File: src/rtl/dmem_arbiter_if.sv
// One requester's view of the data-memory arbiter.
// The requester (master) drives the request fields.
// The arbiter (slave) returns the grant and the one-cycle-later response.
//   req/we/addr/wdata/size/is_unsigned : request, held until gnt
//   gnt                                : access accepted this cycle (combinational)
//   rvalid/rdata/err                   : registered response, one cycle after gnt
interface dmem_arbiter_if;
    logic        req;
    logic        we;
    logic [31:0] addr;
    logic [31:0] wdata;
    logic [1:0]  size;
    logic        is_unsigned;
    logic        gnt;
    logic        rvalid;
    logic [31:0] rdata;
    logic        err;

    modport master (
        output req, we, addr, wdata, size, is_unsigned,
        input  gnt, rvalid, rdata, err
    );

    modport slave (
        input  req, we, addr, wdata, size, is_unsigned,
        output gnt, rvalid, rdata, err
    );
endinterface

File: src/rtl/dmem_arbiter.sv
// Two-requester round-robin arbiter for the byte-addressed data memory.
// Port 0 is the core LSU. Port 1 is a secondary master that may lock the memory for bursts.
// The burst length is bounded by MAX_LOCK while port 0 waits.
// Illegal accesses are granted but never reach memory; they return err.
//   clk, rst         : clock, synchronous active-high reset
//   p0, p1           : requester interfaces (slave side)
//   p1_lock          : port 1 asks to keep ownership next cycle
//   mem_*            : combinational memory request; mem_dataR is the read data
module dmem_arbiter #(
    parameter int unsigned DEPTH_BYTES = 1024,
    parameter int unsigned MAX_LOCK    = 8
) (
    input  logic          clk,
    input  logic          rst,
    dmem_arbiter_if.slave p0,
    dmem_arbiter_if.slave p1,
    input  logic          p1_lock,
    output logic [31:0]   mem_addr,
    output logic [31:0]   mem_dataW,
    output logic          mem_MemRW,
    output logic [1:0]    mem_MemSize,
    output logic          mem_MemUnsigned,
    input  logic [31:0]   mem_dataR
);

    localparam int unsigned    CntW   = $clog2(MAX_LOCK + 1);
    localparam logic [CntW-1:0] MaxCnt = CntW'(MAX_LOCK);

    logic            last_gnt_q, last_gnt_d;
    logic            lock_owner_q, lock_owner_d;
    logic [CntW-1:0] lock_cnt_q, lock_cnt_d;
    logic            rvalid0_q, rvalid0_d, rvalid1_q, rvalid1_d;
    logic            err0_q, err0_d, err1_q, err1_d;
    logic [31:0]     rdata0_q, rdata0_d, rdata1_q, rdata1_d;

    logic        gnt0, gnt1, any_gnt, lock_win, legal;
    logic        w_we, w_uns;
    logic [31:0] w_addr, w_wdata;
    logic [1:0]  w_size;

    // Size, alignment and range check; the end address is formed in 33 bits so it cannot wrap.
    function automatic logic access_legal(input logic [31:0] addr, input logic [1:0] size);
        logic [2:0]  nbytes;
        logic        aligned;
        logic [32:0] end_addr;
        nbytes  = 3'd4;
        aligned = 1'b0;
        case (size)
            2'b00:   begin nbytes = 3'd1; aligned = 1'b1;               end
            2'b01:   begin nbytes = 3'd2; aligned = ~addr[0];           end
            2'b10:   begin nbytes = 3'd4; aligned = (addr[1:0] == 2'b00); end
            default: begin nbytes = 3'd4; aligned = 1'b0;               end
        endcase
        end_addr = {1'b0, addr} + {30'd0, nbytes};
        return aligned && (end_addr <= 33'(DEPTH_BYTES));
    endfunction

    // Arbitration: an active lock wins first, then a lone requester, then round-robin.
    assign lock_win = lock_owner_q & p1.req & (lock_cnt_q < MaxCnt);

    always_comb begin
        gnt0 = 1'b0;
        gnt1 = 1'b0;
        if (lock_win) begin
            gnt1 = 1'b1;
        end else if (p0.req && !p1.req) begin
            gnt0 = 1'b1;
        end else if (p1.req && !p0.req) begin
            gnt1 = 1'b1;
        end else if (p0.req && p1.req) begin
            gnt0 = last_gnt_q;
            gnt1 = ~last_gnt_q;
        end
    end

    assign any_gnt = gnt0 | gnt1;
    assign p0.gnt  = gnt0;
    assign p1.gnt  = gnt1;

    // Winner's request fields
    assign w_we    = gnt1 ? p1.we          : p0.we;
    assign w_uns   = gnt1 ? p1.is_unsigned : p0.is_unsigned;
    assign w_addr  = gnt1 ? p1.addr        : p0.addr;
    assign w_wdata = gnt1 ? p1.wdata       : p0.wdata;
    assign w_size  = gnt1 ? p1.size        : p0.size;
    assign legal   = any_gnt & access_legal(w_addr, w_size);

    // Idle and rejected cycles present a harmless word read of address 0.
    always_comb begin
        mem_addr        = 32'd0;
        mem_dataW       = 32'd0;
        mem_MemRW       = 1'b0;
        mem_MemSize     = 2'b10;
        mem_MemUnsigned = 1'b0;
        if (legal) begin
            mem_addr        = w_addr;
            mem_dataW       = w_wdata;
            mem_MemRW       = w_we & ~rst;
            mem_MemSize     = w_size;
            mem_MemUnsigned = w_uns;
        end
    end

    // Next-state for arbitration, lock and response registers
    always_comb begin
        last_gnt_d   = gnt1 ? 1'b1 : (gnt0 ? 1'b0 : last_gnt_q);
        lock_owner_d = gnt1 & p1_lock;

        lock_cnt_d = lock_cnt_q;
        if (gnt0 || (lock_owner_q && !lock_owner_d)) begin
            lock_cnt_d = '0;
        end else if (gnt1 && lock_owner_q && p0.req && (lock_cnt_q < MaxCnt)) begin
            lock_cnt_d = lock_cnt_q + 1'b1;
        end

        rvalid0_d = gnt0;
        rvalid1_d = gnt1;
        err0_d    = gnt0 & ~legal;
        err1_d    = gnt1 & ~legal;
        rdata0_d  = (gnt0 && legal && !w_we) ? mem_dataR : 32'd0;
        rdata1_d  = (gnt1 && legal && !w_we) ? mem_dataR : 32'd0;
    end

    always_ff @(posedge clk) begin
        if (rst) begin
            last_gnt_q   <= 1'b1;
            lock_owner_q <= 1'b0;
            lock_cnt_q   <= '0;
            rvalid0_q    <= 1'b0;
            rvalid1_q    <= 1'b0;
            err0_q       <= 1'b0;
            err1_q       <= 1'b0;
            rdata0_q     <= 32'd0;
            rdata1_q     <= 32'd0;
        end else begin
            last_gnt_q   <= last_gnt_d;
            lock_owner_q <= lock_owner_d;
            lock_cnt_q   <= lock_cnt_d;
            rvalid0_q    <= rvalid0_d;
            rvalid1_q    <= rvalid1_d;
            err0_q       <= err0_d;
            err1_q       <= err1_d;
            rdata0_q     <= rdata0_d;
            rdata1_q     <= rdata1_d;
        end
    end

    assign p0.rvalid = rvalid0_q;
    assign p0.err    = err0_q;
    assign p0.rdata  = rdata0_q;
    assign p1.rvalid = rvalid1_q;
    assign p1.err    = err1_q;
    assign p1.rdata  = rdata1_q;

endmodule

File: src/flat_wrapper.sv
// flat-port wrapper written by rule: the top's interface ports become plain ports
module dmem_arbiter_flat 
#(
    parameter int unsigned DEPTH_BYTES = 1024,
    parameter int unsigned MAX_LOCK    = 8
)
  (clk, rst, p1_lock, mem_addr, mem_dataW, mem_MemRW, mem_MemSize, mem_MemUnsigned, mem_dataR, p0_req, p0_we, p0_addr, p0_wdata, p0_size, p0_is_unsigned, p0_gnt, p0_rvalid, p0_rdata, p0_err, p1_req, p1_we, p1_addr, p1_wdata, p1_size, p1_is_unsigned, p1_gnt, p1_rvalid, p1_rdata, p1_err);
  dmem_arbiter_if p0_i ();
  dmem_arbiter_if p1_i ();
  input  logic clk;
  input  logic rst;
  input  logic p1_lock;
  output logic [31:0] mem_addr;
  output logic [31:0] mem_dataW;
  output logic mem_MemRW;
  output logic [1:0] mem_MemSize;
  output logic mem_MemUnsigned;
  input  logic [31:0] mem_dataR;
  input wire logic [$bits(p0_i.req)-1:0] p0_req;
  input wire logic [$bits(p0_i.we)-1:0] p0_we;
  input wire logic [$bits(p0_i.addr)-1:0] p0_addr;
  input wire logic [$bits(p0_i.wdata)-1:0] p0_wdata;
  input wire logic [$bits(p0_i.size)-1:0] p0_size;
  input wire logic [$bits(p0_i.is_unsigned)-1:0] p0_is_unsigned;
  output wire logic [$bits(p0_i.gnt)-1:0] p0_gnt;
  output wire logic [$bits(p0_i.rvalid)-1:0] p0_rvalid;
  output wire logic [$bits(p0_i.rdata)-1:0] p0_rdata;
  output wire logic [$bits(p0_i.err)-1:0] p0_err;
  input wire logic [$bits(p1_i.req)-1:0] p1_req;
  input wire logic [$bits(p1_i.we)-1:0] p1_we;
  input wire logic [$bits(p1_i.addr)-1:0] p1_addr;
  input wire logic [$bits(p1_i.wdata)-1:0] p1_wdata;
  input wire logic [$bits(p1_i.size)-1:0] p1_size;
  input wire logic [$bits(p1_i.is_unsigned)-1:0] p1_is_unsigned;
  output wire logic [$bits(p1_i.gnt)-1:0] p1_gnt;
  output wire logic [$bits(p1_i.rvalid)-1:0] p1_rvalid;
  output wire logic [$bits(p1_i.rdata)-1:0] p1_rdata;
  output wire logic [$bits(p1_i.err)-1:0] p1_err;
  assign p0_i.req = p0_req;
  assign p0_i.we = p0_we;
  assign p0_i.addr = p0_addr;
  assign p0_i.wdata = p0_wdata;
  assign p0_i.size = p0_size;
  assign p0_i.is_unsigned = p0_is_unsigned;
  assign p0_gnt = p0_i.gnt;
  assign p0_rvalid = p0_i.rvalid;
  assign p0_rdata = p0_i.rdata;
  assign p0_err = p0_i.err;
  assign p1_i.req = p1_req;
  assign p1_i.we = p1_we;
  assign p1_i.addr = p1_addr;
  assign p1_i.wdata = p1_wdata;
  assign p1_i.size = p1_size;
  assign p1_i.is_unsigned = p1_is_unsigned;
  assign p1_gnt = p1_i.gnt;
  assign p1_rvalid = p1_i.rvalid;
  assign p1_rdata = p1_i.rdata;
  assign p1_err = p1_i.err;
  dmem_arbiter #(.DEPTH_BYTES(DEPTH_BYTES), .MAX_LOCK(MAX_LOCK)) u_core (.clk(clk), .rst(rst), .p0(p0_i), .p1(p1_i), .p1_lock(p1_lock), .mem_addr(mem_addr), .mem_dataW(mem_dataW), .mem_MemRW(mem_MemRW), .mem_MemSize(mem_MemSize), .mem_MemUnsigned(mem_MemUnsigned), .mem_dataR(mem_dataR));
endmodule
File: config.mk
export PLATFORM = sky130hd
export DESIGN_NAME = dmem_arbiter_flat
export DESIGN_NICKNAME = d
export VERILOG_FILES = /design/src/rtl/dmem_arbiter_if.sv /design/src/rtl/dmem_arbiter.sv /design/src/flat_wrapper.sv
export SDC_FILE = /design/constraint.sdc
export NUM_CORES = 1
export LEC_CHECK = 0
export CAP_MARGIN = 20
export CORE_AREA = 2 2 120 122
export CTS_BUF_LIST = sky130_fd_sc_hd__clkbuf_4 sky130_fd_sc_hd__clkbuf_8 sky130_fd_sc_hd__clkbuf_16
export DETAILED_ROUTE_END_ITERATION = 7
export DIE_AREA = 0 0 122 124
export DONT_BUFFER_PORTS = 1
export GPL_TIMING_DRIVEN = 0
export PLACE_DENSITY_LB_ADDON = 0.2
export SLEW_MARGIN = 20
export SYNTH_ARGS = -nofsm -noshare
export SYNTH_HDL_FRONTEND = slang
export SYNTH_SLANG_ARGS = --single-unit
File: constraint.sdc
create_clock -name clk -period 7.15 [get_ports clk]
set_clock_uncertainty 0.15 [all_clocks]
set_input_delay 1.43 -clock clk [delete_from_list [all_inputs] [get_ports clk]]
set_output_delay 1.43 -clock clk [all_outputs]
set_load 0.02 [all_outputs]
==> results of run 1 <==
[per-layer routing]
layer,global-route usage,vias up
met5,0,-
met4,0.101,0
met3,0.0765,49
met2,0.433,358
met1,0.310,2701
li1,-,2594
[worst min-delay path, cell delays in order, from the launching register on]
cell and delay [ns]:
dfxtp_1 0.33, a41oi_1 0.05, nor2_1 0.07
[cells in the final DEF, fill, tap and decap left out, types with 10 or more instances in the layout]
cell type	count
nor2_1	31
nand3_1	15
nand4_1	23
conb_1	21
inv_1	43
mux2i_1	22
nor3_1	75
clkbuf_1	28
a2111oi_4	40
clkbuf_16	10
buf_4	34
or3_1	38
xnor2_1	13
nand2_1	113
dfxtp_1	74
a21oi_1	12
[where the power goes]
| part | switching (mW) | internal [mW] |
|---|---|---|
| Sequential | 0.00267 | 0.414 |
| Clock | 0.164 | 0.287 |
| Combinational | 0.146 | 0.0792 |
[flip-flops by register name, summed over array words and instances (netlist names)]
| register | count |
|---|---|
| u_core.last_gnt_q | 1 |
| u_core.lock_cnt_q | 4 |
| u_core.lock_owner_q | 1 |
| u_core.p0.err | 1 |
| u_core.p0.rdata | 32 |
| u_core.p0.rvalid | 1 |
| u_core.p1.err | 1 |
| u_core.p1.rdata | 32 |
| u_core.p1.rvalid | 1 |
[stage by stage]
step                worst slack [ns]  instance area, um2  TNS (ns)  utilization
floorplan                     0.0105                5880         0            -
global placement               -1.66                6100    -71.21        0.445
detailed placement             -1.73                6100    -74.38        0.445
CTS                          -0.0138                6850   -0.0219        0.499
global route                 -0.0511                6940    -0.509        0.506
finish                         0.116                6940         0        0.506
[layout make-up]
cell class	count	area [um2]
clock buffer	11	253
inverter	44	165
multi-input combinational	529	4170
timing repair buffer	9	67.6
tap	180	225
fill	1320	6780
buffer	76	528
clock inverter	5	52.6
sequential	74	1480
[cells by family (layout without fill, tap and decap cells)]
group                    after synthesis  count (layout)
AO/OA/AOI/OAI                        107             107
XOR/XNOR                              19              19
adder cells (fa/ha/maj)                5               5
buffers and inverters                122             145
flip-flops                            74              74
multiplexers                          27              27
other                                  1              21
AND/OR/NAND/NOR                      350             350
[how the worst min path moves through the flow]
stage | startpoint | to | slack [ns]
floorplan | u_core.lock_cnt_q[3] | u_core.lock_cnt_q[3] | 0.29
global placement | u_core.lock_cnt_q[3] | u_core.lock_cnt_q[3] | 0.32
detailed placement | u_core.lock_cnt_q[3] | u_core.lock_cnt_q[3] | 0.31
CTS | u_core.lock_cnt_q[3] | u_core.lock_cnt_q[3] | 0.33
global route | u_core.lock_cnt_q[3] | u_core.lock_cnt_q[3] | 0.37
finish | u_core.lock_cnt_q[3] | u_core.lock_cnt_q[3] | 0.33
[timing repair]
action	in CTS	in global routing
setup endpoints to repair	47	47
gates resized for setup	71	22
setup buffers	6	3
hold buffers	0	0
pin swaps	31	37
==> key figures, run 1 <==
Outcome
  – Status: completed

Synth
  – Register area share after synthesis: 0.273
  – Synth top area share: 0.273
  – Area contributors post-synth: dfxtp_1, a2111oi_2, nand2_1
  – Synth Area in Compound Gates: 0.202
  – Synth Register Bits: 74
  – Synthesis Warnings: 0
  – Synth top cells by count: nand2_1, nor3_1, dfxtp_1
  – Synthesized area per cell: around 7.7 um2
  – Adder-cell share of the synthesized area: 0.0129
  – Leading area contributor after synthesis: dfxtp_1
  – Synth Area in XOR/XNOR: 0.0306
  – Dominant synthesized flop cell: dfxtp_1
  – Simple logic cell fraction of the synthesized area: 0.326
  – Post-synthesis mux area share: 0.0504
  – Main combinational cell family by area after synthesis: simple AND/OR/NAND/NOR gates
  – Top-count cell post-synth: nand2_1
  – Number of synthesized flops with an enable pin: 0
  – Unique masters post-synth: 62
  – Post-Syn Instances: between 700 and 800
  – FFs w/ async S/R, synth: 0
  – Post-Syn Area: approximately 5400 um2

Worst setup path
  – CP endpoint kind: output port
  – Max incr delay on CP: roughly 0.56 ns
  – CP Data Required Time: 5.57 ns
  – Reg-to-Reg End: u_core.p0.rdata[22]
  – Delay-heaviest family, CP: compound AO/OA/AOI/OAI gates
  – Worst Setup EP: mem_addr[4]
  – Slack of the worst reg-to-reg path: 2.36 ns
  – WP depth: 20
  – CP startpoint kind: input port
  – WP buf/inv: 6
  – Reg2reg start: u_core.lock_owner_q
  – Crit path DAT: about 5.5 ns
  – Worst Path Max Fanout: 10
  – R2R depth: 21
  – Slowest CP cell: a2111oi_4
  – Worst Setup Path Type: in -> out
  – Crit-path cells: nand2_1, o21ai_4, inv_2, buf_8, buf_6, nand2_1, nand2_2, ha_4, fa_2, a21o_4, buf_4, a31o_2, a211oi_1, o22ai_1, nand4b_1, a211oi_2, nand4_1, buf_4, buf_2, a2111oi_4
  – Crit path from: p0_req

STA
  – Max-slew violations: 0
  – Rel. slew slack: 0.325
  – Slew of the pin with the lowest slew margin: 1.01 ns
  – Tmin final: about 7 ns
  – Final hold vios: 0
  – Final setup violating endpoints: 0
  – Final worst path period share: 0.984
  – Achievable frequency: roughly 140 MHz
  – WHS: 0.330 ns

Place
  – I/O Buffers: 0
  – RD Place Congestion: 0.981
  – Hpwl dp: ~16 mm
  – DP Cell Count: between 900 and 1,000

Drt
  – WL met1: approximately 8 mm
  – Met2 WL: slightly above 10 mm
  – Uppermost layer routed: met4
  – Initial drt markers: 460
  – Wire length on met3: around 2.3 mm
  – DR vias/cell: around 6.1
  – Drc violations: 0
  – Remaining antenna violation count: 0
  – Via count: between 5,000 and 6,000
  – Wirelength per Cell: 22.6 um
  – Post-Route WL: approximately 21 mm
  – Drt first pass iters: 5

Global route
  – Initial antenna violation count: 0
  – First-pass GRT wire length: about 30 mm
  – Vias in the first global route: approximately 5,400
  – Total gr overflow: 0
  – GR Util All Layers: 0.258
  – Largest net degree at the start of global routing: 13

Floorplanning
  – Die area: 15,100 um2
  – Core ar.: ~14,000 um2
  – Starting Density: 0.396
  – Die Ht: roughly 120 um
  – Die W: between 100 and 150 um
  – Io pins: around 310
  – Site Rows: 43

Finish
  – Layout cells sized above 1: 0.199
  – Finished Layout Cells: 928
  – N_diodes: 0
  – P&R area growth vs syn: 27.8%
  – Nets: a little over 900

Worst hold path
  – HP Class: reg -> reg
  – Hold Path Stages: 2

Clock network
  – Clk slew on worst S/H paths: 0.06 ns
  – CTS tree: done
  – Deepest level of the CTS H-tree: 3
  – CTS sink cnt: 74
  – Worst-case clock buffer depth: 2
  – Skew-Pair Late Insertion Delay: between 0.3 and 0.4 ns
  – Inserted Clock Buffers: 9
  – Root Driver: clkbuf_16

Power
  – PD cells: 158 nW/um2
  – PnR Total Power: approximately 1.1 mW
  – Peak VDD IR: approximately 0.17 mV
  – Leakage: roughly 2.3 nW

Flow run
  – Max_cap viols: 0
(Power assumes the default switching activity.)
==> inputs of run 2 (changes only) <==
--- a/config.mk
+++ b/config.mk
@@ -12,7 +12,7 @@
 export DIE_AREA = 0 0 122 124
 export DONT_BUFFER_PORTS = 1
 export GPL_TIMING_DRIVEN = 0
-export PLACE_DENSITY_LB_ADDON = 0.2
+export PLACE_DENSITY_LB_ADDON = 0.25
 export SLEW_MARGIN = 20
 export SYNTH_ARGS = -nofsm -noshare
 export SYNTH_HDL_FRONTEND = slang
==> run 2 against run 1 <==
  * Worst hold slack better by 0.024 ns
  * Count of clock-buffer cells in the layout shrank 1
  * Final cell count up 1.3%
  * Non-clock buffer count grew 12
  * Sequential share of layout area down 0.61 points
  * Maximum frequency is 0.45% lower
  * Die area did not move
  * Routed wire length up 3.3%
  * Combinational power up 2%
  * Clock power is 2% lower
  * Via count grew 0.74%
==> key figures, run 2 (synthesized netlist as in run 1, its figures left out) <==
Finish
  – P&R area growth vs syn: 31.6%
  – Finished Layout Cells: 940
  – Design Area, Final: between 7000 and 8000 um2
  – Commonest non-fill, non-tap cell in the layout: nand2_1
  – Most frequent cells in the layout: nand2_1, nor3_1, dfxtp_1
  – N_diodes: 0
  – Layout cells sized above 1: 0.213
  – Nets: slightly above 900

Floorplanning
  – Starting Density: 0.396
  – Die Ht: about 120 um
  – Core ar.: 13,700 um2
  – Die area: approximately 15,000 um2
  – Die W: between 100 and 150 um
  – Site Rows: between 40 and 50
  – Io pins: slightly above 300

Power
  – Leakage: 2.39 nW
  – Peak VDD IR: 0.144 mV
  – PD cells: around 150 nW/um2
  – PnR Total Power: about 1.1 mW

Place
  – RD Place Congestion: a little over 1
  – DP Cell Count: slightly above 900
  – Dpl cell area: 6100 um2
  – I/O Buffers: 0
  – Hpwl dp: between 15 and 20 mm

Worst setup path
  – Crit path from: p0_req
  – Reg-to-Reg End: u_core.p0.rdata[30]
  – Crit-path cells: nand2_1, o21ai_4, inv_2, buf_8, buf_6, nand2_1, nand2_2, ha_4, fa_2, a21o_1, buf_4, a31o_2, a211oi_1, o22ai_1, nand4b_1, a211oi_2, nand4_1, buf_4, buf_8, buf_4, or4_4
  – CP endpoint kind: output port
  – R2R depth: 22
  – CP Data Required Time: 5.57 ns
  – Slack of the worst reg-to-reg path: slightly below 2 ns
  – Most used cell, CP: buf_4
  – Max incr delay on CP: 0.55 ns
  – Worst Setup Path Type: in -> out
  – Slowest CP cell: or4_4
  – CP startpoint kind: input port
  – Worst Setup EP: mem_MemSize[1]
  – Worst Path Max Fanout: 10
  – Reg2reg start: u_core.lock_owner_q
  – Crit path DAT: 5.49 ns

Drt
  – Drc violations: 0
  – Remaining antenna violation count: 0
  – Via count: about 5,700
  – Post-Route WL: between 20 and 25 mm
  – DR vias/cell: ~6.1
  – Wirelength per Cell: approximately 23 um
  – Initial drt markers: between 500 and 600
  – Drt first pass iters: 7

STA
  – WHS: approximately 0.35 ns
  – Setup TNS: 0 ns
  – Rel. slew slack: 0.308
  – Final hold vios: 0
  – Max-slew violations: 0
  – Final worst path period share: 0.988
  – Tmin final: 7.07 ns
  – Slew of the pin with the lowest slew margin: about 1.0 ns
  – Achievable frequency: ~140 MHz
  – Final setup violating endpoints: 0

Global route
  – Total gr overflow: 0
  – GR Util All Layers: 0.265
  – Vias in the first global route: approximately 5,500
  – First-pass GRT wire length: around 31 mm
  – Initial antenna violation count: 0
  – Largest net degree at the start of global routing: 13

Worst hold path
  – HP Class: reg -> reg
  – Hold Path Stages: 2

Clock network
  – Clk slew on worst S/H paths: 0.06 ns
  – Worst-case clock buffer depth: 2
  – Hold_buf cts: 0
  – Deepest level of the CTS H-tree: 3
  – Skew-Pair Late Insertion Delay: ~0.32 ns
  – Root Driver: clkbuf_16
  – CTS sink cnt: between 70 and 80
  – CTS tree: done
  – Inserted Clock Buffers: 9

Outcome
  – Status: completed

Flow run
  – Max_cap viols: 0
[run 2: power breakdown]
group,total (mW),internal (mW),switching (mW)
clock network,0.440,0.276,0.164
logic,0.230,0.0810,0.149
registers,0.417,0.414,0.00257
[run 2: worst min-delay path by stage]
stage                               from              endpoint  slack [ns]
CTS                    u_core.last_gnt_q     u_core.last_gnt_q        0.35
global placement    u_core.lock_cnt_q[3]  u_core.lock_cnt_q[3]        0.32
floorplan           u_core.lock_cnt_q[3]  u_core.lock_cnt_q[3]        0.29
finish                 u_core.last_gnt_q     u_core.last_gnt_q        0.35
global route           u_core.last_gnt_q     u_core.last_gnt_q        0.40
detailed placement     u_core.last_gnt_q     u_core.last_gnt_q        0.34
[run 2: area by class of cell]
cell class,instances,area [um2]
fillers,1306,6570
multi-input cells,530,4200
flip-flops and latches,74,1480
plain buffers,77,596
clock buffers,10,239
well taps,180,225
repair buffers,20,185
inverters,44,165
clock inverters,5,55.1
[run 2: what timing repair did]
action / 4_1_cts / 5_1_grt
gates resized for setup: 77 / 35
gates cloned: 0 / 3
pin swaps: 41 / 28
setup endpoints to repair: 47 / 47
buffers inserted: 7 / 11
[run 2: routing by layer]
metal  part of all wire  GRT usage
met5                  0          0
met4              0.033      0.116
met3               0.11     0.0820
met2               0.48      0.435
met1               0.38      0.318
[run 2: stage by stage]
step | util | setup slack (ns)
final | 0.521 | 0.0849
after global routing | 0.521 | -0.0786
after CTS | 0.501 | 0.00640
after detailed placement | 0.445 | -1.63
after global placement | 0.445 | -1.72
after floorplan | - | 0.0105
[run 2: critical path: cells and delay by family]
family,cells,cell delay [ns]
simple gates,6,1.16
fa+ha+maj,2,0.59
compound gates,6,1.29
buf+inv,7,1.01
==> inputs of run 3 (changes only) <==
--- a/config.mk
+++ b/config.mk
@@ -12,7 +12,7 @@
 export DIE_AREA = 0 0 122 124
 export DONT_BUFFER_PORTS = 1
 export GPL_TIMING_DRIVEN = 0
-export PLACE_DENSITY_LB_ADDON = 0.25
+export PLACE_DENSITY_LB_ADDON = 0.12
 export SLEW_MARGIN = 20
 export SYNTH_ARGS = -nofsm -noshare
 export SYNTH_HDL_FRONTEND = slang
==> run 3 against run 2 <==
  * Sequential power barely moved
  * Sequential share of layout area rose by 0.26 points
  * Power rose by 7.0%
  * Routed wire length fell by 4.3%
  * Critical path depth fell by 1
  * Clock power rose by 18%
  * Count of clock-buffer cells in the layout rose by 2
  * Final cell count fell by 1.2%
  * Die area did not move
  * Non-clock buffer count fell by 11
  * Via count fell by 3.1%
  * Register-to-register slack improved by 0.53 ns
  * Critical endpoint is now mem_addr[0]
  * Largest power group unchanged
==> key figures, run 3 (synthesized netlist as in run 1, its figures left out) <==
Outcome
  – Status: completed

STA
  – Final worst path period share: 0.981
  – Slew of the pin with the lowest slew margin: slightly below 1 ns
  – Worst Setup Slack, final: around 0.14 ns
  – Achievable frequency: 143 MHz
  – Max-slew violations: 0
  – RSZ-0062 raised after global routing: yes
  – Tmin final: about 7 ns
  – WHS: ~0.33 ns
  – Final setup violating endpoints: 0
  – Rel. slew slack: 0.357
  – Final hold vios: 0

Clock network
  – CTS tree: done
  – Clk slew on worst S/H paths: ~0.05 ns
  – Root Driver: clkbuf_16
  – Hold_buf cts: 0
  – Skew-Pair Late Insertion Delay: 0.32 ns
  – Inserted Clock Buffers: 9
  – Deepest level of the CTS H-tree: 3
  – CTS sink cnt: 74
  – Worst-case clock buffer depth: 2

Worst setup path
  – Crit path DAT: 5.43 ns
  – Reg-to-Reg End: u_core.p0.rdata[12]
  – Reg2reg start: u_core.lock_owner_q
  – CP endpoint kind: output port
  – WP buf/inv: 6
  – Worst Setup Path Type: in -> out
  – Delay-heaviest family, CP: compound AO/OA/AOI/OAI gates
  – Crit-path cells: nand2_1, o21ai_4, inv_2, buf_8, buf_6, nand2_1, nand2_4, ha_4, fa_2, a21o_4, a211o_1, a221oi_2, o22ai_1, nand4b_1, a211oi_2, nand4_1, buf_6, buf_8, buf_12, nor4b_4
  – Worst Path Max Fanout: 11
  – Max incr delay on CP: between 0.4 and 0.5 ns
  – Slowest CP cell: nor4b_4
  – CP Data Required Time: ~5.6 ns
  – R2R depth: 20
  – CP startpoint kind: input port
  – Slack of the worst reg-to-reg path: ~2.5 ns

Place
  – I/O Buffers: 0
  – RD Place Congestion: around 0.95
  – Dpl cell area: 6100 um2
  – Hpwl dp: roughly 16 mm
  – Pre-CTS setup slack: -1.69 ns
  – DP Cell Count: slightly above 900

Finish
  – Most frequent cells in the layout: nand2_1, nor3_1, dfxtp_1
  – Commonest non-fill, non-tap cell in the layout: nand2_1
  – Fill count: approximately 1,300
  – Layout cells sized above 1: 0.206
  – Reg area: 1480 um2
  – Nets: 922
  – N_diodes: 0
  – Design Area, Final: roughly 7000 um2
  – Multi-input logic area: about 4200 um2
  – Finished Layout Cells: between 900 and 1,000
  – P&R area growth vs syn: 30.0%

Drt
  – Initial drt markers: 451
  – Post-Route WL: slightly above 20 mm
  – Drt first pass iters: 5
  – Via count: about 5,600
  – Wirelength per Cell: approximately 22 um
  – Remaining antenna violation count: 0
  – DR vias/cell: ~6
  – Drc violations: 0

Floorplanning
  – Site Rows: between 40 and 50
  – Die area: approximately 15,000 um2
  – Starting Density: 0.396
  – Die Ht: 124 um
  – Core ar.: approximately 14,000 um2
  – Io pins: about 310
  – Die W: between 100 and 150 um

Worst hold path
  – HP Class: reg -> reg
  – Hold path start: u_core.lock_cnt_q[3]
  – Hold Path Stages: 2
  – Worst Hold End: u_core.lock_cnt_q[3]

Power
  – PD cells: around 160 nW/um2
  – Leakage: approximately 2.3 nW
  – Peak VDD IR: between 0.15 and 0.2 mV
  – PnR Total Power: roughly 1.2 mW

Global route
  – First-pass GRT wire length: about 30 mm
  – Total gr overflow: 0
  – Largest net degree at the start of global routing: 13
  – GR Util All Layers: 0.257
  – Vias in the first global route: 5,365
  – Initial antenna violation count: 0

Flow run
  – Max_cap viols: 0
-- run 3: cell count changes in the layout (fill, tap and decap cells not counted), sizes merged --
cell	before	now
buf	58	50
bufinv	1	3
clkbuf	49	48
clkinv	2	1
clkinvlp	2	0
nand2	117	116
-- run 3: worst max-delay path by stage --
stage | start | endpoint | depth (start not counted)
after floorplan | p0_req | mem_dataW[2] | 19
after global placement | p0_req | mem_MemSize[0] | 19
after detailed placement | p0_req | mem_MemSize[0] | 19
after CTS | p0_req | mem_addr[2] | 19
after global routing | p0_req | mem_dataW[25] | 20
final | p0_req | mem_addr[0] | 20
-- run 3: metrics by stage --
stage                     TNS [ns]  utilization
after detailed placement    -72.64        0.445
after global routing         -1.11        0.515
after floorplan                  0            -
final                            0        0.515
after global placement      -73.52        0.445
after CTS                        0        0.505
-- run 3: where the power goes --
part           internal (mW)  switching (mW)
Sequential             0.415         0.00259
Clock                  0.359           0.160
Combinational         0.0813           0.146
Total                  0.854           0.309
-- run 3: metal layers --
layer,GRT usage,wire (um),vias to the layer above
met5,0,0,-
met4,0.0783,530,0
met3,0.0971,2240,38
met2,0.443,10100,308
met1,0.296,7900,2627
li1,-,-,2595
-- run 3: timing repair --
item | 4_1_cts | 5_1_grt
endpoints found under the setup margin | 47 | 47
hold endpoints to repair | 0 | 0
cloned | 0 | 1
gates resized for setup | 76 | 33
pin swaps | 19 | 30
setup buffers | 4 | 4
-- run 3: area by class of cell --
| class | count | area share |
|---|---|---|
| timing repair buffer | 9 | 0.0112 |
| inverter | 44 | 0.0234 |
| sequential | 74 | 0.210 |
| clock inverter | 4 | 0.0140 |
| multi-input combinational | 529 | 0.594 |
| buffer | 77 | 0.0794 |
| tap | 180 | 0.0319 |
| clock buffer | 12 | 0.0360 |
-- run 3: worst register-to-register path: cells and delay by family (launching register included) --
kind | cells | cell delay, ns
AOI/OAI and AO/OA | 6 | 1.35
buffers and inverters | 6 | 0.90
muxes | 1 | 0.21
and+or+nand+nor | 5 | 1.09
DFF | 1 | 0.31
adders and majority gates | 2 | 0.57
